File: config.mk
export PLATFORM = sky130hd
export DESIGN_NAME = vram_copy_arbiter
export DESIGN_NICKNAME = d
export VERILOG_FILES = /design/src/rtl/vram_copy_arbiter.sv
export SDC_FILE = /design/constraint.sdc
export NUM_CORES = 1
export LEC_CHECK = 0
export ABC_AREA = 1
export BUFFER_PORTS_ARGS = -buffer_cell sky130_fd_sc_hd__buf_2
export CAP_MARGIN = 30
export CORE_UTILIZATION = 45
export DETAILED_ROUTE_END_ITERATION = 8
export GPL_ROUTABILITY_DRIVEN = 0
export PLACE_DENSITY_LB_ADDON = 0.08
export SKIP_CTS_REPAIR_TIMING = 1
export SYNTH_ARGS = -nofsm -noshare
export SYNTH_HDL_FRONTEND = slang
export SYNTH_SLANG_ARGS = --single-unit
File: constraint.sdc
create_clock -name clk -period 2 [get_ports clk]
set_input_delay 0.4 -clock clk [delete_from_list [all_inputs] [get_ports clk]]
set_output_delay 0.4 -clock clk [all_outputs]
set_load 0.1 [all_outputs]
File: src/rtl/vram_copy_arbiter.sv
// Single-port VRAM arbiter: display reads win, ROM-to-VRAM copy fills idle cycles.
// Optional stall counter port enabled by VRAM_ARB_STALL_CNT_EN.
module vram_copy_arbiter #(
    parameter int ADDR_W = 11,
    parameter int DATA_W = 8,
    parameter int WORDS  = 2048
) (
    input  logic              clk,
    input  logic              reset,
    input  logic              start,
    output logic              busy,
    output logic              done,
    output logic [ADDR_W-1:0] rom_ad,
    input  logic [DATA_W-1:0] rom_data,
    input  logic              disp_req,
    input  logic [ADDR_W-1:0] disp_ad,
    output logic              disp_valid,
    output logic [DATA_W-1:0] disp_data,
    output logic              vram_ce,
    output logic              vram_wre,
    output logic [ADDR_W-1:0] vram_ad,
    output logic [DATA_W-1:0] vram_wdata,
    input  logic [DATA_W-1:0] vram_rdata
`ifdef VRAM_ARB_STALL_CNT_EN
    ,
    output logic [15:0]       stall_cnt
`endif
);

    typedef enum logic [2:0] {
        S_IDLE,
        S_RD,
        S_WAIT,
        S_WR,
        S_DONE
    } state_t;

    localparam logic [ADDR_W-1:0] LAST = ADDR_W'(WORDS - 1);

    state_t            r_state;
    logic [ADDR_W-1:0] r_cnt;
    logic [DATA_W-1:0] r_wdata;
    logic              r_busy;
    logic              r_done;
    logic              r_disp_valid;

    logic w_start_ok;
    logic w_wr;
    logic w_last;

    assign w_start_ok = start && ((r_state == S_IDLE) || (r_state == S_DONE));
    assign w_wr       = (r_state == S_WR) && !disp_req;
    assign w_last     = (r_cnt == LAST);

    always_ff @(posedge clk or posedge reset) begin
        if (reset) begin
            r_state      <= S_IDLE;
            r_cnt        <= '0;
            r_wdata      <= '0;
            r_busy       <= 1'b0;
            r_done       <= 1'b0;
            r_disp_valid <= 1'b0;
        end else begin
            r_disp_valid <= disp_req;
            case (r_state)
                S_IDLE, S_DONE: begin
                    if (start) begin
                        r_cnt   <= '0;
                        r_done  <= 1'b0;
                        r_busy  <= 1'b1;
                        r_state <= S_RD;
                    end
                end
                S_RD: begin
                    r_state <= S_WAIT;
                end
                S_WAIT: begin
                    r_wdata <= rom_data;
                    r_state <= S_WR;
                end
                S_WR: begin
                    // A display request holds the pending word here untouched
                    if (!disp_req) begin
                        if (w_last) begin
                            r_busy  <= 1'b0;
                            r_done  <= 1'b1;
                            r_state <= S_DONE;
                        end else begin
                            r_cnt   <= r_cnt + 1'b1;
                            r_state <= S_RD;
                        end
                    end
                end
                default: begin
                    r_busy  <= 1'b0;
                    r_state <= S_IDLE;
                end
            endcase
        end
    end

`ifdef VRAM_ARB_STALL_CNT_EN
    logic [15:0] r_stall;

    always_ff @(posedge clk or posedge reset) begin
        if (reset) begin
            r_stall <= '0;
        end else if (w_start_ok) begin
            r_stall <= '0;
        end else if ((r_state == S_WR) && disp_req && (r_stall != 16'hFFFF)) begin
            r_stall <= r_stall + 16'd1;
        end
    end

    assign stall_cnt = r_stall;
`else
    logic w_unused;
    assign w_unused = w_start_ok;
`endif

    assign busy       = r_busy;
    assign done       = r_done;
    assign rom_ad     = r_cnt;
    assign disp_valid = r_disp_valid;
    assign disp_data  = vram_rdata;
    assign vram_ce    = disp_req || w_wr;
    assign vram_wre   = w_wr;
    assign vram_ad    = disp_req ? disp_ad : r_cnt;
    assign vram_wdata = r_wdata;

endmodule

==> results.sh <==
export IMPL_hold_violations=0
export IMPL_clockBufferDepth=2
export IMPL_syn_inst=177
export IMPL_slew_headroom_pct=67.6
export IMPL_crit_arrival_ns=1.46
export IMPL_worstSetupEndpointType="output port"
export IMPL_dp_cells=269
export IMPL_min_path_type="in2async"
export IMPL_report_final_slew_viol_count=0
export IMPL_overflow=0
export IMPL_critPathMaxStageDelay_ns=0.39
export IMPL_chipWidth_um=59.4
export IMPL_firstDrtPassIters=4
export IMPL_synth_cell_types=27
export IMPL_clk_latency_ns=0.34
export IMPL_post_dp_hpwl_um=2590
export IMPL_p_per_area_nw_per_um2=1640
export IMPL_cts_max_level=1
export IMPL_finalInstanceArea_um2=2130
export IMPL_finalWirelength_um=3340
export IMPL_core_area_um2=3100
export IMPL_cts_buffers=3
export IMPL_fin_cells=273
export IMPL_crit_chain="inv_1 -> nand3_4 -> nor2_4 -> buf_12"
export IMPL_fin_crit_sh_pct=92.8
export IMPL_r2r_cells=8
export IMPL_cts_root_buf="clkbuf_4"
export IMPL_cts_sink_count=25
export IMPL_setup_slack_ns=0.144
export IMPL_drtIter0Drc=50
export IMPL_r2r_start="rom_ad[0]"
export IMPL_grt_pass1_wl_um=5410
export IMPL_start_util_pct=47.8
export IMPL_portBuffers=57
export IMPL_ys_seq_area_share_pct=42.2
export IMPL_grt_use_total_pct=20.4
export IMPL_vdd_drop_max_mv=1.74
export IMPL_drc=0
export IMPL_die_area_um2=3530
export IMPL_die_h_um=59.4
export IMPL_ant_nets=0
export IMPL_wl_per_cell_um=12.2
export IMPL_cts_tree="built"
export IMPL_rows=20
export IMPL_outcome="finished clean"
export IMPL_via_per_inst=4.84
export IMPL_reg2reg_to="rom_ad[4]"
export IMPL_pin_count=74
export IMPL_period_needed_ns=1.86
export IMPL_maxCapViolations=0
export IMPL_first_global_vias=1265
export IMPL_critical_path_class="reg2out"
export IMPL_yosys_register_bits=25
export IMPL_max_freq_ghz=0.539
export IMPL_post_place_ws_ns=0.468
export IMPL_syn2layout_area_growth_pct=43.3
export IMPL_startpoint_type="flip-flop"
export IMPL_setup_viol=0
export IMPL_critPathRequiredTime_ns=1.60
export IMPL_synth_fp_nets=209
export IMPL_critical_path_top_delay_family="flip-flops"
export IMPL_final_cell_mix="nand2_1, buf_2, inv_1"
export IMPL_synth_area_um2=1480
export IMPL_timing_hold_ws_ns=0.0796
export IMPL_power_leakage_nw=1.01
export IMPL_rsz0062_at_grt="no"
export IMPL_rrSetupSlack_ns=0.46
export IMPL_drive_gt1_share_pct=48.9
export IMPL_cp_slowest_cell="dfrtp_1"
export IMPL_skew_ns=0.00650
export IMPL_syn_area_per_cell_um2=8.38
export IMPL_nNetsFinal=262
export IMPL_tns_ns=0
export IMPL_diodes=0
export IMPL_mostFrequentLayoutCell="nand2_1"
export IMPL_max_slew_worst_pin_slew_ns=0.490
export IMPL_route_vias_total=1321
export IMPL_grt_start_max_net_pins=26
export IMPL_dpl_cell_area_um2=2090
export IMPL_cp_buffers_inverters=2
export IMPL_critPathMaxFanout=8
export IMPL_path_clk_slew_ns=0.16
export IMPL_antenna_found_initial=0
export IMPL_ys_warn_count=0
==> layout make-up <==
class | instances | area [um^2]
flip-flops and latches | 25 | 639
clock buffers | 3 | 22.5
well taps | 44 | 55.1
fillers | 270 | 977
clock inverters | 1 | 8.76
repair buffers | 59 | 508
multi-input cells | 117 | 802
inverters | 24 | 90.1
==> cells by family after synthesis <==
kind of cell,synth area share [%]
and+or+nand+nor,27.6
buffers and inverters,11.4
DFF,42.2
AOI/OAI and AO/OA,10.2
muxes,6.07
xor gates and xnor gates,1.77
adders and majority gates,0.843
==> Yosys cell counts <==
| master | n | area share, % |
|---|---|---|
| buf_4 | 8 | 4.0 |
| buf_6 | 1 | 0.76 |
| clkbuf_1 | 2 | 0.51 |
| dfrtp_1 | 25 | 42 |
| ha_1 | 1 | 0.84 |
| inv_1 | 23 | 5.8 |
| inv_2 | 1 | 0.25 |
| mux2_2 | 8 | 6.1 |
| nand2_1 | 52 | 13 |
| nand2_2 | 3 | 1.3 |
| nand2_4 | 2 | 1.5 |
| nand3_1 | 6 | 2.0 |
| nand3_2 | 1 | 0.67 |
| nand3_4 | 2 | 2.4 |
| nand3b_1 | 1 | 0.51 |
| nand4_1 | 1 | 0.42 |
| nor2_1 | 10 | 2.5 |
| nor2_4 | 3 | 2.3 |
| nor3_1 | 1 | 0.34 |
| nor3b_1 | 1 | 0.51 |
| o211ai_1 | 1 | 0.51 |
| o21ai_0 | 11 | 3.7 |
| o21ai_2 | 7 | 4.1 |
| o22ai_1 | 1 | 0.42 |
| o22ai_2 | 1 | 0.84 |
| o2bb2ai_1 | 1 | 0.59 |
| xor2_1 | 3 | 1.8 |
==> metrics by stage <==
stage,power (W),util (%)
finish,0.00348,68.5
global route,0.00361,68.5
CTS,0.00350,68.5
detailed placement,0.00324,67.5
global placement,0.00319,67.5
floorplan,0.00282,-
==> flip-flops by register name, indices dropped and copies added, names as in the netlist <==
register and count:
vram_wdata 8, rom_ad 11, busy 1, disp_valid 1
done 1, r_state 3
==> metal layers <==
layer	vias up	track usage (%)	wire, um
li1	658	-	-
met1	607	23.6	1440
met2	47	36.9	1650
met3	9	2.62	199
met4	0	9.18	56
met5	-	0	0
==> worst min-delay path: cells and delay by family <==
family,cells,cell delay (ns)
buffers and inverters,3,0.44
==> worst max-delay path by stage <==
| stage | startpoint | end | slack, ns | cells past startpoint |
|---|---|---|---|---|
| 6_report | r_state[2] | vram_wre | 0.14 | 4 |
| 4_1_cts | r_state[2] | vram_wre | 0.14 | 4 |
| 3_5_place_dp | disp_req | vram_ad[5] | 0.47 | 5 |
| 2_1_floorplan | rom_ad[6] | vram_ad[6] | 0.12 | 2 |
| 3_3_place_gp | disp_req | vram_ad[1] | 0.48 | 5 |
| 5_1_grt | r_state[2] | vram_wre | 0.07 | 4 |
==> power breakdown <==
group	switching [W]	total, W	internal (W)
clock	0.000182	0.000264	0.0000819
combinational	0.00185	0.00239	0.000543
sequential	0.000147	0.000824	0.000677
total	0.00218	0.00348	0.00130
Power figures use the tool's default switching activity.
